### config.mk
export PLATFORM = sky130hd
export DESIGN_NAME = decode_branch_resolver
export DESIGN_NICKNAME = d
export VERILOG_FILES = /design/src/rtl/decode_branch_resolver.sv
export SDC_FILE = /design/constraint.sdc
export NUM_CORES = 1
export LEC_CHECK = 0
export BUFFER_PORTS_ARGS = -buffer_cell sky130_fd_sc_hd__buf_2
export CELL_PAD_IN_SITES_DETAIL_PLACEMENT = 1
export CELL_PAD_IN_SITES_GLOBAL_PLACEMENT = 1
export CORE_UTILIZATION = 27
export CTS_CLUSTER_SIZE = 12
export DETAILED_ROUTE_END_ITERATION = 8
export PLACE_DENSITY_LB_ADDON = 0.05
export SETUP_SLACK_MARGIN = 0.1
export SYNTH_ARGS = -nofsm -noshare
export SYNTH_HDL_FRONTEND = slang
export SYNTH_SLANG_ARGS = --single-unit
export TNS_END_PERCENT = 1
### constraint.sdc
create_clock -name Clk -period 3.1 [get_ports Clk]
set_input_delay 0.62 -clock Clk [delete_from_list [all_inputs] [get_ports Clk]]
set_output_delay 0.62 -clock Clk [all_outputs]
set_load 0.1 [all_outputs]
### src/rtl/decode_branch_resolver.sv
// Decode-stage control, operand forwarding and branch resolution with the D/E register.
// Optional REGIMM_BRANCH_EN adds decode of op 000001 (bltz/bgez).
module decode_branch_resolver (
  input  logic        Clk,
  input  logic        Reset,
  input  logic        ClearE,
  input  logic [31:0] IRD,
  input  logic [31:0] RS_RF,
  input  logic [31:0] RT_RF,
  input  logic [31:0] PC4_E,
  input  logic [31:0] AO,
  input  logic [31:0] PC4_M,
  input  logic [31:0] WD_W,
  input  logic [2:0]  Fwd_RS_src,
  input  logic [2:0]  Fwd_RT_src,
  output logic [1:0]  EXTop,
  output logic [1:0]  PCsrc,
  output logic        NPCsrc,
  output logic        Branch,
  output logic [31:0] RS_fwd,
  output logic [31:0] RT_fwd,
  output logic [31:0] IRE,
  output logic [31:0] RSE,
  output logic [31:0] RTE
);

  localparam logic [5:0] OP_SPECIAL = 6'b000000;
  localparam logic [5:0] OP_REGIMM  = 6'b000001;
  localparam logic [5:0] OP_J       = 6'b000010;
  localparam logic [5:0] OP_JAL     = 6'b000011;
  localparam logic [5:0] OP_BEQ     = 6'b000100;
  localparam logic [5:0] OP_BNE     = 6'b000101;
  localparam logic [5:0] OP_BLEZ    = 6'b000110;
  localparam logic [5:0] OP_BGTZ    = 6'b000111;
  localparam logic [5:0] OP_ORI     = 6'b001101;
  localparam logic [5:0] OP_LUI     = 6'b001111;
  localparam logic [5:0] OP_LW      = 6'b100011;
  localparam logic [5:0] OP_SW      = 6'b101011;

  localparam logic [5:0] FN_JR      = 6'b001000;
  localparam logic [5:0] FN_JALR    = 6'b001001;

  localparam logic [1:0] EXT_ZERO   = 2'd0;
  localparam logic [1:0] EXT_SIGN   = 2'd1;
  localparam logic [1:0] EXT_LUI    = 2'd2;

  localparam logic [1:0] PC_SEQ     = 2'd0;
  localparam logic [1:0] PC_BRANCH  = 2'd1;
  localparam logic [1:0] PC_JUMP    = 2'd2;
  localparam logic [1:0] PC_REG     = 2'd3;

  logic [5:0] op;
  logic [5:0] funct;

  assign op    = IRD[31:26];
  assign funct = IRD[5:0];

  // Sources 5..7 are unused encodings and fall back to the register file.
  function automatic logic [31:0] fwd_sel(input logic [2:0]  src,
                                          input logic [31:0] rf,
                                          input logic [31:0] pc4_e,
                                          input logic [31:0] ao,
                                          input logic [31:0] pc4_m,
                                          input logic [31:0] wd_w);
    logic [31:0] val;
    case (src)
      3'd1:    val = pc4_e;
      3'd2:    val = ao;
      3'd3:    val = pc4_m;
      3'd4:    val = wd_w;
      default: val = rf;
    endcase
    return val;
  endfunction

  assign RS_fwd = fwd_sel(Fwd_RS_src, RS_RF, PC4_E, AO, PC4_M, WD_W);
  assign RT_fwd = fwd_sel(Fwd_RT_src, RT_RF, PC4_E, AO, PC4_M, WD_W);

  logic rs_zero;
  logic rs_neg;
  logic rs_eq_rt;

  assign rs_zero  = (RS_fwd == 32'd0);
  assign rs_neg   = RS_fwd[31];
  assign rs_eq_rt = (RS_fwd == RT_fwd);

`ifdef REGIMM_BRANCH_EN
  localparam logic [4:0] RT_BLTZ = 5'b00000;
  localparam logic [4:0] RT_BGEZ = 5'b00001;

  logic [4:0] rt_code;
  assign rt_code = IRD[20:16];
`endif

  always_comb begin
    EXTop  = EXT_ZERO;
    PCsrc  = PC_SEQ;
    NPCsrc = 1'b0;
    Branch = 1'b0;
    case (op)
      // addu/subu and unknown functs all leave the controls at zero.
      OP_SPECIAL: begin
        if (funct == FN_JR || funct == FN_JALR) PCsrc = PC_REG;
      end
      OP_ORI: EXTop = EXT_ZERO;
      OP_LW, OP_SW: EXTop = EXT_SIGN;
      OP_LUI: EXTop = EXT_LUI;
      OP_BEQ: begin
        EXTop  = EXT_SIGN;
        PCsrc  = PC_BRANCH;
        Branch = rs_eq_rt;
      end
      OP_BNE: begin
        EXTop  = EXT_SIGN;
        PCsrc  = PC_BRANCH;
        Branch = !rs_eq_rt;
      end
      OP_BLEZ: begin
        EXTop  = EXT_SIGN;
        PCsrc  = PC_BRANCH;
        Branch = rs_neg || rs_zero;
      end
      OP_BGTZ: begin
        EXTop  = EXT_SIGN;
        PCsrc  = PC_BRANCH;
        Branch = !rs_neg && !rs_zero;
      end
      OP_J, OP_JAL: begin
        PCsrc  = PC_JUMP;
        NPCsrc = 1'b1;
      end
`ifdef REGIMM_BRANCH_EN
      OP_REGIMM: begin
        if (rt_code == RT_BLTZ) begin
          EXTop  = EXT_SIGN;
          PCsrc  = PC_BRANCH;
          Branch = rs_neg;
        end else if (rt_code == RT_BGEZ) begin
          EXTop  = EXT_SIGN;
          PCsrc  = PC_BRANCH;
          Branch = !rs_neg;
        end
      end
`else
      OP_REGIMM: ;
`endif
      default: ;
    endcase
  end

  // Reset and ClearE both zero the stage, turning it into a nop bubble.
  always_ff @(posedge Clk) begin
    if (Reset || ClearE) begin
      IRE <= 32'd0;
      RSE <= 32'd0;
      RTE <= 32'd0;
    end else begin
      IRE <= IRD;
      RSE <= RS_fwd;
      RTE <= RT_fwd;
    end
  end

endmodule

==> flow_metrics.tcl, run 1 <==
set metrics [dict create \
    cts-root-buf "clkbuf_16" \
    crit_slowest_cell "o32a_1" \
    hold_violations 0 \
    dr.pass1.iters 5 \
    met1_usage 0.3432 \
    final.setup.worst_slack_ns -0.7722 \
    peakVddDrop_v 0.0002323 \
    vias 7829 \
    drtIter0Drc 297 \
    crit_path_max_fanout 10 \
    io_buffer_count 398 \
    pwr_density_cell_mw_per_mm2 474.8 \
    postSynthAreaPerCell_sq_um 8.901 \
    cp_common_cell "buf_12" \
    wire_per_inst_microns 22.00 \
    synth_warnings 0 \
    wirelength_microns 34760 \
    clkPwrFrac 0.219 \
    layout-drive-gt1-share 0.5950 \
    rsz0062_at_grt "true" \
    synth_edf_count 0 \
    syn_inst 704 \
    hold_start "IRD[23]" \
    gp_congestion 0.8980 \
    rows 55 \
    switching_share 0.4641 \
    pin_count 399 \
    slew_headroom 0.5972 \
    syn-num-nets 937 \
    final_util 0.5323 \
    hold_ws_ns 0.4503 \
    fp.dieArea_sq_mm 0.02382 \
    ys_types 67 \
    worst-setup-path-type "in2out" \
    sequentialPowerShare 0.228 \
    top_usage_layer "met2" \
    drv_cap 0 \
    yosys-top-cells-area "dfxtp_1 (31%), mux2i_1 (9.4%), mux4_2 (9.0%), and2_1 (5.8%), nor2_1 (5.2%)" \
    via_per_inst 4.955 \
    synth_common_cells "dfxtp_1 (96), nor2_1 (86), mux2i_1 (59)" \
    synth_most_common_cell "dfxtp_1" \
    synth_seq_area_share 0.3067 \
    synthToLayoutAreaGrowth_pct 92.91 \
    cpPeakStageDelay_ns 0.43 \
    holdBufCountCts 0 \
    violations "negative setup slack" \
    pwr-share-comb 0.553 \
    h-tree-depth 3 \
    cts_tree "yes" \
    yosys.area.top_type "dfxtp_1" \
    path_clk_slew_ns 0.08 \
    grt_max_degree 41 \
    grt_pass1_vias 8482 \
    final-seq-area_sq_mm 0.001922 \
    nFillCells 2671 \
    critPathLaunchType "input port" \
    start_util 0.2759 \
    finalPower_w 0.005739 \
    crit_path_end_kind "output pin" \
    grtUsageTotal 0.2901 \
    grtUsageMet2 0.5136 \
    dp_hpwl_microns 28770 \
    internal-power_w 0.003076 \
    ys.flop_type "dfxtp_1" \
    required_ns 2.48 \
    synthArstFlopShare 0 \
    ant_nets 0 \
    leakagePower_nw 5.907 \
    post-route-period-util 1.249 \
    path_cells "buf_12 -> or2_4 -> buf_12 -> mux2_1 -> o21ai_1 -> xnor2_1 -> nor4_2 -> nand4_1 -> o32a_1 -> mux2i_4 -> buf_12" \
    met3_usage 0.06865 \
    nets 1517 \
    status "finished with violations" \
    die_w_microns 154.3 \
    min_to "IRE[23]" \
    netlist_area_sq_mm 0.006266 \
    tightestPinTransition_ns 0.6042 \
    final-max-slew-violation-count 0 \
    dieHeight_microns 154.3 \
    switchingPower_w 0.002664 \
    grt_pass1_wl_microns 51400 \
    cts.path.max_buffers 2 \
    fin_crit_ns 3.872 \
    hold_path.class "in2reg" \
    overflow 0 \
    synth_top_area_share 0.3067 \
    numCtsBuffers 9 \
    arrival_ns 3.25 \
    design.core.area_sq_mm 0.02271 \
    multi_input_area_sq_mm 0.004434 \
    cts.sink_count 96 \
    finalSetupViolCount 1 \
    hold_depth 2 \
    drc 0 \
    grt_antenna_before_repair 8 \
    fmaxAchievable_mhz 258.3 \
    synth-seq-cells 96 \
]
## cell type report
class	instances	share of cell area
inverter	52	0.01708
timing repair buffer	619	0.3998
multi-input combinational	506	0.3668
clock inverter	7	0.007970
sequential	96	0.1590
clock buffer	9	0.01863
antenna	6	0.001242
tap	285	0.02950
## worst max-delay path by stage
stage,to,startpoint,depth (start not counted),slack [ns]
CTS,Branch,Fwd_RT_src[1],12,-0.80
global route,Branch,Fwd_RS_src[2],13,-0.85
floorplan,Branch,Fwd_RS_src[0],11,-1.10
finish,Branch,Fwd_RS_src[0],11,-0.77
detailed placement,Branch,Fwd_RS_src[0],13,-1.17
global placement,Branch,Fwd_RS_src[0],13,-1.11
## registers in the layout, indices dropped and copies added (netlist names)
name / count
IRE: 32
RSE: 32
RTE: 32
## power by group through the flow
stage / combinational [W] / sequential [W] / clock [W]
floorplan: 0.00137 / 0.00181 / 0
global placement: 0.00303 / 0.00134 / 0
detailed placement: 0.00304 / 0.00134 / 0
CTS: 0.00313 / 0.00131 / 0.00129
global route: 0.00329 / 0.00132 / 0.00132
finish: 0.00317 / 0.00131 / 0.00126
## cell usage in the layout, fill, tap and decap left out, types with 5 or more instances in the layout
master and count:
xnor2_2 5, mux2_2 14, a211o_1 5, nor2_2 9, and2_1 56, nor3_1 7
nand2_1 26, nor4_2 8, diode_2 6, buf_12 72, buf_4 199, nand4_1 5
a22oi_1 15, inv_1 48, dfxtp_1 96, o221ai_1 5, o21ai_0 10, nor2_1 72
buf_6 12, xnor2_1 16, clkbuf_16 9, buf_2 331, o211ai_1 7, nor2_4 6
o22ai_1 12, mux2i_1 56, nand3_1 7, a21oi_1 6, nor2b_1 9, xor2_1 12
mux4_2 25, a22o_1 7, a21oi_4 17
## worst max-delay path: cells and delay by family
| family | cells | cell delay (ns) |
|---|---|---|
| AOI/OAI and AO/OA | 2 | 0.72 |
| and+or+nand+nor | 3 | 0.73 |
| xor gates and xnor gates | 1 | 0.17 |
| muxes | 2 | 0.54 |
| buffers and inverters | 3 | 0.47 |
## kinds of logic after synthesis
family / after synthesis / synth area share
compound gates: 126 / 0.1454
xor+xnor: 34 / 0.04752
buf+inv: 102 / 0.07927
flops: 96 / 0.3067
mux: 101 / 0.2153
simple gates: 245 / 0.2059
## per-stage QoR
step	setup slack, ns	setup TNS [ns]	instance area, sq um	cells
final	-0.7722	-0.7722	12090	1580
after global placement	-1.106	-1.127	11180	1538
after CTS	-0.7966	-0.7966	11880	1569
after floorplan	-1.097	-1.517	6610	704
after global routing	-0.8536	-0.8536	12080	1578
after detailed placement	-1.168	-1.168	11180	1538
## layer usage
metal / up-vias / wire, microns
met2: 327 / 17380
li1: 3686 / -
met1: 3764 / 14320
met5: - / 27
met4: 4 / 767
met3: 48 / 2272
## repair_timing
action / in CTS / in global routing
endpoints found under the setup margin: 13 / 4
pin swaps: 19 / 17
gates resized for setup: 52 / 34
cloned: 2 / 0
setup buffers: 13 / 5
No activity file was read; power rests on OpenSTA's default activity.
==> run 2: changes to the inputs <==
--- a/config.mk
+++ b/config.mk
@@ -11,7 +11,7 @@
 export CORE_UTILIZATION = 27
 export CTS_CLUSTER_SIZE = 12
 export DETAILED_ROUTE_END_ITERATION = 8
-export PLACE_DENSITY_LB_ADDON = 0.05
+export PLACE_DENSITY = 0.76
 export SETUP_SLACK_MARGIN = 0.1
 export SYNTH_ARGS = -nofsm -noshare
 export SYNTH_HDL_FRONTEND = slang
==> run 2 against run 1 <==
Compared with the run above: sequential power is essentially flat; non-clock buffer count increased by 20; power is 1.3% higher; clock-buffer cell count is the same; clock power about the same; sequential share of layout area shrank 0.23 points; combinational power grew 3%; flip-flop and latch count unchanged; die area is the same; final area rose by 1.5%; the run still ends with negative setup slack left; critical path type unchanged; setup slack worse by 0.099 ns.
==> flow_metrics.tcl, run 2 (synthesized netlist as in run 1, its figures left out) <==
set metrics [dict create \
    status "finished with violations" \
    violations "negative setup slack" \
    crit_path_max_fanout 8 \
    hold_violations 0 \
    rows 55 \
    holdBufCountCts 0 \
    fmaxAchievable_mhz 251.8 \
    crit_path_end_kind "output pin" \
    cp_num_buf_inv 4 \
    overflow 0 \
    fp.dieArea_sq_mm 0.02382 \
    hold_start "IRD[23]" \
    drv_cap 0 \
    drtIter0Drc 502 \
    dr.pass1.iters 5 \
    die_w_microns 154.3 \
    rsz0062_at_grt "true" \
    synthToLayoutAreaGrowth_pct 95.77 \
    top_regs "IRE x32, RSE x32, RTE x32" \
    post-place-cells 1557 \
    path_cells "buf_12 -> buf_6 -> or2_4 -> buf_16 -> mux2i_1 -> o211ai_1 -> xnor2_1 -> nor4_2 -> nand4_1 -> o32a_1 -> mux2i_4 -> buf_12" \
    leakagePower_nw 6.014 \
    pin_count 399 \
    tightestPinTransition_ns 0.6971 \
    cts-root-buf "clkbuf_16" \
    nets 1537 \
    critPathLaunchType "input port" \
    cts.sink_count 96 \
    via_per_inst 5.254 \
    wire_per_inst_microns 24.32 \
    vias 8417 \
    layout_common_cells "buf_2 (330), buf_4 (215), dfxtp_1 (96), buf_12 (75), nor2_1 (72)" \
    cts.path.max_buffers 2 \
    finalNonFillerCells 1602 \
    hold_depth 2 \
    ant_nets 0 \
    grt_pass1_vias 9263 \
    wirelength_microns 38960 \
    numCtsBuffers 9 \
    worst-path-stages 12 \
    gp_congestion 0.8960 \
    dp_hpwl_microns 31150 \
    final.setup.worst_slack_ns -0.8712 \
    worst-setup-path-type "in2out" \
    grt_pass1_wl_microns 56270 \
    setup_tns_ns -0.8712 \
    dieHeight_microns 154.3 \
    critPathTopFamily "simple AND/OR/NAND/NOR gates" \
    min_to "IRE[23]" \
    finalSetupViolCount 1 \
    peakVddDrop_v 0.0003353 \
    slew_headroom 0.5353 \
    design.core.area_sq_mm 0.02271 \
    layout_commonest_cell "buf_2" \
    pwr_density_cell_mw_per_mm2 473.9 \
    cts_tree "yes" \
    cp_common_cell "buf_12" \
    hold_path.class "in2reg" \
    drc 0 \
    post-route-period-util 1.281 \
    arrival_ns 3.35 \
    start_util 0.2759 \
    layout-drive-gt1-share 0.6005 \
    finalPower_w 0.005813 \
    required_ns 2.48 \
    path_clk_slew_ns 0.08 \
    h-tree-depth 3 \
    grt_max_degree 31 \
    grtUsageTotal 0.3212 \
    io_buffer_count 398 \
    final-max-slew-violation-count 0 \
    crit_slowest_cell "o32a_1" \
    fin_crit_ns 3.971 \
    grt_antenna_before_repair 7 \
    cpPeakStageDelay_ns 0.46 \
]
-- run 2: layer usage --
metal / global-route usage / vias to the layer above / part of all wire
met2: 0.5701 / 517 / 0.50
met3: 0.06528 / 122 / 0.076
met5: 0 / - / 0
met1: 0.3550 / 4048 / 0.37
met4: 0.1909 / 0 / 0.052
li1: - / 3730 / -
-- run 2: through the flow --
stage	hold WS [ns]	instance area [sq um]	worst slack [ns]	utilization
after floorplan	0.7417	6610	-1.097	-
after global placement	0.8195	11360	-1.051	0.5004
after detailed placement	0.8232	11360	-1.061	0.5004
after CTS	0.4382	12160	-0.7604	0.5356
after global routing	0.4405	12260	-0.9421	0.5399
final	0.4479	12270	-0.8712	0.5402
-- run 2: power breakdown --
part / switching, W / internal [W]
sequential: 0.0000155 / 0.00130
combinational: 0.00211 / 0.00116
clock: 0.000649 / 0.000587
total: 0.00277 / 0.00304
-- run 2: how the worst max path moves through the flow --
stage | startpoint | endpoint | slack, ns
2_1_floorplan | Fwd_RS_src[0] | Branch | -1.10
3_3_place_gp | Fwd_RS_src[0] | Branch | -1.05
3_5_place_dp | Fwd_RS_src[0] | Branch | -1.06
4_1_cts | Fwd_RS_src[0] | Branch | -0.76
5_1_grt | Fwd_RS_src[0] | Branch | -0.94
6_report | Fwd_RS_src[0] | Branch | -0.87
-- run 2: what timing repair did --
action / in CTS / in global routing
setup endpoints to repair: 14 / 7
pin swaps: 28 / 10
cloned: 4 / 0
endpoints found under the hold margin: 0 / 0
buffers inserted: 17 / 0
gates resized for setup: 64 / 23
-- run 2: cell type report --
| cell class | instances | area (sq um) |
|---|---|---|
| multi-input combinational | 506 | 4394 |
| fill | 2666 | 10440 |
| inverter | 52 | 202.7 |
| clock buffer | 9 | 225.2 |
| tap | 285 | 356.6 |
| sequential | 96 | 1922 |
| clock inverter | 7 | 86.33 |
| antenna | 8 | 20.02 |
| timing repair buffer | 639 | 5060 |
==> run 3: changes to the inputs <==
--- a/config.mk
+++ b/config.mk
@@ -8,10 +8,11 @@
 export BUFFER_PORTS_ARGS = -buffer_cell sky130_fd_sc_hd__buf_2
 export CELL_PAD_IN_SITES_DETAIL_PLACEMENT = 1
 export CELL_PAD_IN_SITES_GLOBAL_PLACEMENT = 1
-export CORE_UTILIZATION = 27
+export CORE_AREA = 2 2 157 159
 export CTS_CLUSTER_SIZE = 12
 export DETAILED_ROUTE_END_ITERATION = 8
-export PLACE_DENSITY = 0.76
+export DIE_AREA = 0 0 159 161
+export PLACE_DENSITY = 0.72
 export SETUP_SLACK_MARGIN = 0.1
 export SYNTH_ARGS = -nofsm -noshare
 export SYNTH_HDL_FRONTEND = slang
==> constraint.sdc (replaced) <==
create_clock -name Clk -period 4.45 [get_ports Clk]
set_input_delay 0.89 -clock Clk [delete_from_list [all_inputs] [get_ports Clk]]
set_output_delay 0.89 -clock Clk [all_outputs]
set_load 0.1 [all_outputs]
==> run 3 against run 2 <==
Compared with the run above: the run still ends with negative setup slack left; final area is 7.2% lower; critical path depth is 3 higher; first-iteration DRC count is 6.0% higher; worst hold slack better by 0.29 ns; clock power is 31% lower; global-route usage is 4.7 points lower; die area is 7.5% higher; via count is 7.3% lower; critical path type unchanged; clock-buffer cell count is 2 higher.
==> flow_metrics.tcl, run 3 (synthesized netlist as in run 1, its figures left out) <==
set metrics [dict create \
    cp_num_buf_inv 7 \
    final_util 0.4753 \
    cts.sink_count 96 \
    vias 7802 \
    rows 57 \
    peakVddDrop_v 0.0001995 \
    grt_pass1_vias 8304 \
    internal-power_w 0.002052 \
    io_buffer_count 398 \
    status "finished with violations" \
    crit_path_end_kind "output pin" \
    min_to "IRE[15]" \
    overflow 0 \
    synthToLayoutAreaGrowth_pct 81.77 \
    drtIter0Drc 532 \
    cts.path.max_buffers 2 \
    arrival_ns 3.64 \
    hold_depth 2 \
    grt_pass1_wl_microns 52560 \
    path_clk_slew_ns 0.07 \
    layout-drive-gt1-share 0.5773 \
    grt_antenna_before_repair 6 \
    top_regs "IRE x32, RSE x32, RTE x32" \
    hold_path.class "in2reg" \
    finalSetupViolCount 1 \
    fin_crit_ns 4.532 \
    layout_common_cells "buf_2 (357), buf_4 (137), dfxtp_1 (96), nor2_1 (73), and2_1 (56)" \
    worst-setup-path-type "in2out" \
    dp_hpwl_microns 30280 \
    die_w_microns 159 \
    placed_area_sq_mm 0.01044 \
    fmaxAchievable_mhz 220.6 \
    crit_path_max_fanout 7 \
    critPathTopFamily "buffers and inverters" \
    h-tree-depth 3 \
    via_per_inst 4.995 \
    switchingPower_w 0.001819 \
    final.setup.worst_slack_ns -0.08209 \
    holdBufCountCts 0 \
    tightestPinTransition_ns 1.152 \
    clkPwrFrac 0.220 \
    post-route-period-util 1.018 \
    grt_max_degree 58 \
    setup_tns_ns -0.08209 \
    dr.pass1.iters 5 \
    fin_area_sq_mm 0.01139 \
    gp_congestion 0.9281 \
    pin_count 399 \
    hold_violations 0 \
    final-max-slew-violation-count 0 \
    numCtsBuffers 9 \
    multi_input_area_sq_mm 0.004494 \
    drc 0 \
    crit_slowest_cell "o32a_1" \
    critPathLaunchType "input port" \
    start_util 0.2615 \
    layout_commonest_cell "buf_2" \
    required_ns 3.56 \
    drv_cap 0 \
    cpPeakStageDelay_ns 0.48 \
    final-seq-area_sq_mm 0.001922 \
    nets 1463 \
    pwr-share-comb 0.544 \
    hold_start "IRD[15]" \
    cts_tree "yes" \
    cts-root-buf "clkbuf_16" \
    slew_headroom 0.2300 \
    nFillCells 2837 \
    worst-path-stages 15 \
    path_cells "buf_8 -> buf_12 -> buf_16 -> buf_12 -> buf_12 -> mux2i_1 -> nand2_1 -> o221ai_2 -> xnor2_2 -> nor4_4 -> buf_4 -> nand4_1 -> o32a_1 -> mux2i_4 -> buf_12" \
    sequentialPowerShare 0.236 \
    rsz0062_at_grt "true" \
    design.core.area_sq_mm 0.02396 \
    violations "negative setup slack" \
    cp_common_cell "buf_12" \
    wirelength_microns 36620 \
    leakagePower_nw 5.519 \
    dieHeight_microns 161 \
    grtUsageTotal 0.2740 \
    fp.dieArea_sq_mm 0.02560 \
    ant_nets 0 \
    pwr_density_cell_mw_per_mm2 339.8 \
    switching_share 0.4699 \
    wire_per_inst_microns 23.45 \
]
[run 3: changes by cell type in the layout (fill, tap and decap cells not counted), moves of 3 or more]
cell and change:
buf_4 -78, o22ai_2 +3, o21ai_1 -3, buf_12 -30
o21ai_0 +4, diode_2 -5, buf_6 +6, buf_8 +4
o22ai_1 -3, buf_2 +27, nor2b_2 -3
[run 3: per-layer routing]
layer	GRT usage	up-vias	part of all wire
met3	0.04956	66	0.060
met2	0.4915	399	0.50
met4	0.08595	6	0.027
met1	0.3337	3770	0.41
met5	0	-	0.00098
li1	-	3561	-
[run 3: repair_timing]
item / CTS / global route
pin swaps: 21 / 17
setup endpoints to repair: 1 / 1
resized for setup: 59 / 30
buffers inserted: 14 / 8
[run 3: layout make-up]
cell class / count / share of cell area
clock buffers: 11 / 0.02219
diodes: 3 / 0.0006591
inverters: 52 / 0.01780
clock inverters: 5 / 0.005383
repair buffers: 565 / 0.3550
multi-input cells: 506 / 0.3946
flip-flops and latches: 96 / 0.1687
well taps: 324 / 0.03559
[run 3: power groups by stage]
stage | Clock [W] | Combinational [W] | Sequential (W)
detailed placement | 0 | 0.00200 | 0.000935
floorplan | 0 | 0.000955 | 0.00126
CTS | 0.000878 | 0.00206 | 0.000914
global route | 0.000908 | 0.00217 | 0.000918
finish | 0.000852 | 0.00210 | 0.000914
global placement | 0 | 0.00199 | 0.000932
[run 3: worst max path at each step]
stage | start | end | slack [ns]
2_1_floorplan | Fwd_RS_src[0] | Branch | -0.29
3_3_place_gp | Fwd_RS_src[0] | Branch | -0.25
3_5_place_dp | Fwd_RS_src[0] | Branch | -0.37
4_1_cts | Fwd_RT_src[1] | Branch | -0.009
5_1_grt | Fwd_RS_src[0] | Branch | -0.13
6_report | Fwd_RT_src[1] | Branch | -0.08
[run 3: through the flow]
step	power [W]	worst slack, ns	instances	hold slack (ns)
floorplan	0.002217	-0.2870	704	1.012
global placement	0.002920	-0.2495	1521	1.091
detailed placement	0.002936	-0.3656	1521	1.095
CTS	0.003852	-0.009103	1551	0.7222
global route	0.004000	-0.1288	1562	0.7357
finish	0.003870	-0.08209	1562	0.7410
